===== config.mk =====
export PLATFORM = sky130hd
export DESIGN_NAME = fetch_stage
export DESIGN_NICKNAME = d
export VERILOG_FILES = /design/src/rtl/fetch_stage_pkg.sv /design/src/rtl/fetch_stage_skid.sv /design/src/rtl/fetch_stage.sv
export SDC_FILE = /design/constraint.sdc
export NUM_CORES = 1
export LEC_CHECK = 0
export CORE_MARGIN = 5
export CORE_UTILIZATION = 40
export CTS_BUF_LIST = sky130_fd_sc_hd__clkbuf_4
export CTS_CLUSTER_SIZE = 30
export DETAILED_ROUTE_END_ITERATION = 8
export SKIP_LAST_GASP = 1
export SYNTH_ARGS = -nofsm -noshare
export SYNTH_HDL_FRONTEND = slang
export SYNTH_SLANG_ARGS = --single-unit

===== constraint.sdc =====
create_clock -name clk -period 7 [get_ports clk]
set_input_delay 1.4 -clock clk [delete_from_list [all_inputs] [get_ports clk]]
set_output_delay 1.4 -clock clk [all_outputs]
set_load 0.01 [all_outputs]

===== src/rtl/fetch_stage_pkg.sv =====
// rtl/fetch_stage_pkg.sv - shared types and constants for the instruction-fetch stage
package fetch_stage_pkg;

    localparam int INSTR_W = 19;
    localparam logic [INSTR_W-1:0] NOP = 19'b0;

    // Instruction field positions
    localparam int OPCODE_HI = 18;
    localparam int OPCODE_LO = 14;
    localparam int DST_HI    = 13;
    localparam int DST_LO    = 11;
    localparam int SRCA_HI   = 10;
    localparam int SRCA_LO   = 8;
    localparam int SRCB_HI   = 7;
    localparam int SRCB_LO   = 5;

    // Opcode class codes
    localparam logic [2:0] CLASS_JUMP   = 3'b111;
    localparam logic [2:0] CLASS_BRANCH = 3'b101;
    localparam logic [4:0] OP_LOAD      = 5'b10000;
    localparam logic [4:0] OP_STORE     = 5'b10001;

    // RUN: skid empty, HOLD: skid holds the instruction fetched before a stall
    typedef enum logic {
        RUN  = 1'b0,
        HOLD = 1'b1
    } fetch_state_e;

endpackage


===== src/rtl/fetch_stage_skid.sv =====
// rtl/fetch_stage_skid.sv - one-entry {instruction, pc} skid register
// Ports: clk/rst (async active-high), load captures instr_in/pc_in and sets full,
// clear empties the entry (load wins if both), instr/pc/full report the entry.
module fetch_skid_buffer #(
    parameter int PC_W    = 12,
    parameter int INSTR_W = 19
) (
    input  logic               clk,
    input  logic               rst,
    input  logic               load,
    input  logic               clear,
    input  logic [INSTR_W-1:0] instr_in,
    input  logic [PC_W-1:0]    pc_in,
    output logic [INSTR_W-1:0] instr,
    output logic [PC_W-1:0]    pc,
    output logic               full
);

    logic [INSTR_W-1:0] instr_q, instr_d;
    logic [PC_W-1:0]    pc_q, pc_d;
    logic               full_q, full_d;

    always_comb begin
        instr_d = instr_q;
        pc_d    = pc_q;
        full_d  = full_q;
        if (load) begin
            instr_d = instr_in;
            pc_d    = pc_in;
            full_d  = 1'b1;
        end else if (clear) begin
            full_d  = 1'b0;
        end
    end

    always_ff @(posedge clk or posedge rst) begin
        if (rst) begin
            instr_q <= '0;
            pc_q    <= '0;
            full_q  <= 1'b0;
        end else begin
            instr_q <= instr_d;
            pc_q    <= pc_d;
            full_q  <= full_d;
        end
    end

    assign instr = instr_q;
    assign pc    = pc_q;
    assign full  = full_q;

endmodule


===== src/rtl/fetch_stage.sv =====
// rtl/fetch_stage.sv - PC, 1-cycle imem fetch, skid buffer and IF/ID pipeline register
// Ports: clk, reset (async active-high); pc_writebar/IF_ID_loadbar stall requests,
// IF_ID_flush bubble request, redirect_valid/redirect_target from branch resolution;
// imem_addr/imem_rdata to synchronous instruction memory; IF_ID_* register outputs.
module fetch_stage
    import fetch_stage_pkg::*;
#(
    parameter int PC_W     = 12,
    parameter int INSTR_W  = 19,
    parameter int RESET_PC = 0
) (
    input  logic               clk,
    input  logic               reset,
    input  logic               pc_writebar,
    input  logic               IF_ID_loadbar,
    input  logic               IF_ID_flush,
    input  logic               redirect_valid,
    input  logic [PC_W-1:0]    redirect_target,
    output logic [PC_W-1:0]    imem_addr,
    input  logic [INSTR_W-1:0] imem_rdata,
    output logic [INSTR_W-1:0] IF_ID_instruction,
    output logic [PC_W-1:0]    IF_ID_pc,
    output logic [PC_W-1:0]    IF_ID_pc_plus1,
    output logic               IF_ID_valid
);

    fetch_state_e       state_q, state_d;
    logic [PC_W-1:0]    pc_q, pc_d;
    logic [PC_W-1:0]    fetch_pc_q, fetch_pc_d;
    logic               fetch_valid_q, fetch_valid_d;
    logic [INSTR_W-1:0] if_id_instr_q, if_id_instr_d;
    logic [PC_W-1:0]    if_id_pc_q, if_id_pc_d;
    logic [PC_W-1:0]    if_id_pc1_q, if_id_pc1_d;
    logic               if_id_valid_q, if_id_valid_d;

    logic               stall;
    logic               skid_load, skid_clear, skid_full;
    logic [INSTR_W-1:0] skid_instr;
    logic [PC_W-1:0]    skid_pc;

    assign stall = pc_writebar | IF_ID_loadbar;

    fetch_skid_buffer #(.PC_W(PC_W), .INSTR_W(INSTR_W)) u_skid (
        .clk      (clk),
        .rst      (reset),
        .load     (skid_load),
        .clear    (skid_clear),
        .instr_in (imem_rdata),
        .pc_in    (fetch_pc_q),
        .instr    (skid_instr),
        .pc       (skid_pc),
        .full     (skid_full)
    );

    always_comb begin
        state_d       = state_q;
        pc_d          = pc_q;
        fetch_pc_d    = fetch_pc_q;
        fetch_valid_d = fetch_valid_q;
        if_id_instr_d = if_id_instr_q;
        if_id_pc_d    = if_id_pc_q;
        if_id_pc1_d   = if_id_pc1_q;
        if_id_valid_d = if_id_valid_q;
        skid_load     = 1'b0;
        skid_clear    = 1'b0;

        if (redirect_valid) begin
            // Data returning next cycle belongs to the old path: mark it invalid.
            pc_d          = redirect_target;
            fetch_valid_d = 1'b0;
            skid_clear    = 1'b1;
            state_d       = RUN;
            if_id_instr_d = '0;
            if_id_pc_d    = '0;
            if_id_pc1_d   = '0;
            if_id_valid_d = 1'b0;
        end else begin
            fetch_pc_d    = pc_q;
            fetch_valid_d = 1'b1;
            if (!stall) begin
                pc_d = pc_q + 1'b1;
            end

            case (state_q)
                RUN: begin
                    if (!stall) begin
                        if_id_instr_d = fetch_valid_q ? imem_rdata : '0;
                        if_id_pc_d    = fetch_pc_q;
                        if_id_pc1_d   = fetch_pc_q + 1'b1;
                        if_id_valid_d = fetch_valid_q;
                    end else if (fetch_valid_q) begin
                        // Park the returning word; PC is held, so memory keeps
                        // re-reading the next address while we wait.
                        skid_load = 1'b1;
                        state_d   = HOLD;
                    end
                end
                HOLD: begin
                    // imem_rdata is a re-read of the held PC and will come back
                    // again next cycle, so it is dropped here.
                    if (!stall) begin
                        if_id_instr_d = skid_instr;
                        if_id_pc_d    = skid_pc;
                        if_id_pc1_d   = skid_pc + 1'b1;
                        if_id_valid_d = 1'b1;
                        skid_clear    = 1'b1;
                        state_d       = RUN;
                    end
                end
                default: state_d = RUN;
            endcase

            if (IF_ID_flush) begin
                if_id_instr_d = '0;
                if_id_pc_d    = '0;
                if_id_pc1_d   = '0;
                if_id_valid_d = 1'b0;
                if (state_q == HOLD) begin
                    skid_clear = 1'b1;
                    state_d    = RUN;
                end
            end
        end
    end

    always_ff @(posedge clk or posedge reset) begin
        if (reset) begin
            state_q       <= RUN;
            pc_q          <= PC_W'(RESET_PC);
            fetch_pc_q    <= '0;
            fetch_valid_q <= 1'b0;
            if_id_instr_q <= '0;
            if_id_pc_q    <= '0;
            if_id_pc1_q   <= '0;
            if_id_valid_q <= 1'b0;
        end else begin
            state_q       <= state_d;
            pc_q          <= pc_d;
            fetch_pc_q    <= fetch_pc_d;
            fetch_valid_q <= fetch_valid_d;
            if_id_instr_q <= if_id_instr_d;
            if_id_pc_q    <= if_id_pc_d;
            if_id_pc1_q   <= if_id_pc1_d;
            if_id_valid_q <= if_id_valid_d;
        end
    end

    assign imem_addr         = pc_q;
    assign IF_ID_instruction = if_id_instr_q;
    assign IF_ID_pc          = if_id_pc_q;
    assign IF_ID_pc_plus1    = if_id_pc1_q;
    assign IF_ID_valid       = if_id_valid_q;

endmodule

==> flow_summary.ini <==
[status]
outcome = finished clean

[die]
rows = 38
fp.dieW_microns = 117
ios = 93
coreArea_sq_mm = 0.0110
die_area_sq_mm = 0.0136
die_height_microns = 117
initial_core_util_pct = 41.3

[routing]
ant_nets = 0
totalWireLength_microns = 10100
wire_per_inst_microns = 15.5
drt-pass1-iter-count = 5
drt_first_iter_violations = 185
vias = 3337
route.detailed.drc = 0
viasPerCell = 5.11

[critical_path]
crit_family = simple AND/OR/NAND/NOR gates
path_max_fanout = 22
critPathArrivalTime_ns = 4.03
reg2reg_depth = 4
worstSetupPathType = in -> reg
cpPeakStageDelay_ns = 0.81
crit_slowest_cell = nor2_1
worstPathRequired_ns = 7.35
cp-start-kind = primary input
r2r-end = IF_ID_pc_plus1[11]
rrSetupSlack_ns = 4.24
cp-end-kind = register
crit_chain = clkdlybuf4s50_1 > nor2_1 > nand2_1 > buf_4 > a31o_2 > o21ai_0
r2r-start = state_q
cp.buffers_inverters = 2

[min_path]
hp-class = reg -> reg
worstHoldStart = IF_ID_valid
min_path_cells = 2
holdPathEnd = IF_ID_valid

[logic_synthesis]
synth-edff-count = 0
syn_inst = 425
synthTopCellsByArea = dfrtp_1 56%, mux2_2 11%, nand2_1 6.7%
synth_fp_nets = 464
yosysWarnings = 0
yosysTopAreaCell = dfrtp_1
async_flop_share_pct = 100
yosys_most_used_dff = dfrtp_1
ys_ff_latch = 101
netlist_area_sq_mm = 0.00454
synth.distinct_cells = 43
synth_top_area_share_pct = 55.7
synth.avg_cell_area_sq_um = 10.7
synth_seq_area_share_pct = 55.7

[cts]
ctsLongestPathBuffers = 2
clk_latency_ns = 0.44
cts_tree = built
clk_pin_slew_ns = 0.15
cts_root_buffer = clkbuf_4
cts_sinks = 101
htreeDepth = 3
postCtsSetupRepairBufs = 0
cts_buffers = 9
cts_resized = 0
ctsHoldBuffers = 0

[sta]
max_freq_ghz = 0.272
slew_headroom_pct = 25.6
drv_slew = 0
fin_setup_tns_ns = 0
rsz0062_at_grt = no
whs_ns = 0.487
setup_viol = 0
final-hold-violation-count = 0
finalCritPeriodShare_pct = 52.6
finalCriticalPeriod_ns = 3.68
tightest_slew_ns = 1.12
fin_skew_ns = 0.0333

[final_layout]
insertedDiodeCount = 0
synthToLayoutAreaGrowth_pct = 26.6
drive_above_1_share_pct = 14.8
nNetsFinal = 547
fin_util_pct = 52.3

[power_and_ir_drop]
p_leak_uw = 0.00241
irDropWorstVdd_uv = 117
power_density_mw_per_mm2 = 220

[job]
maxCapViolCount = 0

[global_routing]
grt_max_degree = 61
antenna_found_initial = 0
track_usage_pct = 16.0
grt_pass1_vias = 3330
overflow = 0
grt_pass1_wl_microns = 17200

[placed_design]
place_hpwl_microns = 6970
portBuffers = 92
gp_congestion = 0.744
tightest hold or removal path: cells and delay by family (launching register included):
family / cells / cell delay, ns
flip-flops: 1 / 0.37
AND/OR/NAND/NOR: 2 / 0.10
sequential cells by signal, summed over array words and instances (netlist names):
signal	count
IF_ID_instruction	19
u_skid.instr	19
IF_ID_pc	12
IF_ID_pc_plus1	12
fetch_pc_q	12
imem_addr	12
u_skid.pc	12
IF_ID_valid	1
fetch_valid_q	1
state_q	1
cells in the final DEF, fill, tap and decap left out, types with 3 or more instances in the layout:
cell and instances:
a21oi_1 20, a22o_1 5, buf_4 5, clkbuf_4 11, clkdlybuf4s50_1 92, dfrtp_1 100, inv_1 5, mux2_2 46
mux2i_1 9, nand2_1 81, nand3_1 5, nand3b_1 3, nand4_1 9, nor2_1 23, o211ai_1 3, o21ai_0 43
xnor2_1 4, xor2_1 10
worst max path at each step:
stage / start / end / slack, ns / cells after the start
detailed placement: IF_ID_loadbar / IF_ID_pc_plus1[9] / 2.96 / 6
global placement: IF_ID_loadbar / IF_ID_pc_plus1[9] / 3.01 / 6
finish: IF_ID_loadbar / IF_ID_pc_plus1[9] / 3.32 / 6
CTS: IF_ID_loadbar / IF_ID_pc_plus1[9] / 3.36 / 6
floorplan: reset / IF_ID_instruction[0] / 2.95 / 1
global route: IF_ID_loadbar / IF_ID_pc_plus1[9] / 3.14 / 6
cell families after synthesis:
logic type,after synthesis,share of synthesized area [%]
adders and majority gates,2,0.551
muxes,55,13.4
and+or+nand+nor,137,13.8
xor gates and xnor gates,14,2.70
DFF,101,55.7
buffers and inverters,31,2.90
AOI/OAI and AO/OA,85,11.0
layout make-up:
| cell class | instances | area (sq um) |
|---|---|---|
| Fill cell | 1012 | 5240 |
| Sequential cell | 101 | 2530 |
| Multi-Input combinational cell | 293 | 1890 |
| Timing Repair Buffer | 97 | 958 |
| Tap cell | 140 | 175 |
| Clock inverter | 5 | 85.1 |
| Clock buffer | 11 | 82.6 |
| Inverter | 6 | 25.0 |
Yosys cell counts, types with 6 or more instances:
cell type	n
a21oi_1	20
buf_2	6
clkbuf_1	16
dfrtp_1	101
inv_1	6
mux2_2	46
mux2i_1	9
nand2_1	81
nand4_1	9
nor2_1	23
o21ai_0	43
xor2_1	10
stage by stage:
step                worst slack, ns  area [sq um]  total power (uW)  instances
global placement               3.01          5580               928        637
CTS                            3.36          5750              1280        653
finish                         3.32          5750              1270        653
global route                   3.14          5750              1340        653
floorplan                      2.95          4540               844        425
detailed placement             2.96          5580               936        637
metal layers:
layer / vias up / GRT usage, % / wire (microns)
li1: 1649 / - / -
met1: 1606 / 24.4 / 5040
met2: 70 / 22.9 / 4460
met3: 12 / 2.95 / 468
met4: 0 / 5.10 / 167
met5: - / 0 / 0
where the power goes:
group / total, uW / leakage, uW / switching, uW / internal [uW]
sequential: 710 / 0.00130 / 60.4 / 650
combinational: 212 / 0.00103 / 93.9 / 118
clock: 344 / 0.0000873 / 189 / 154
No activity file was read; power rests on OpenSTA's default activity.
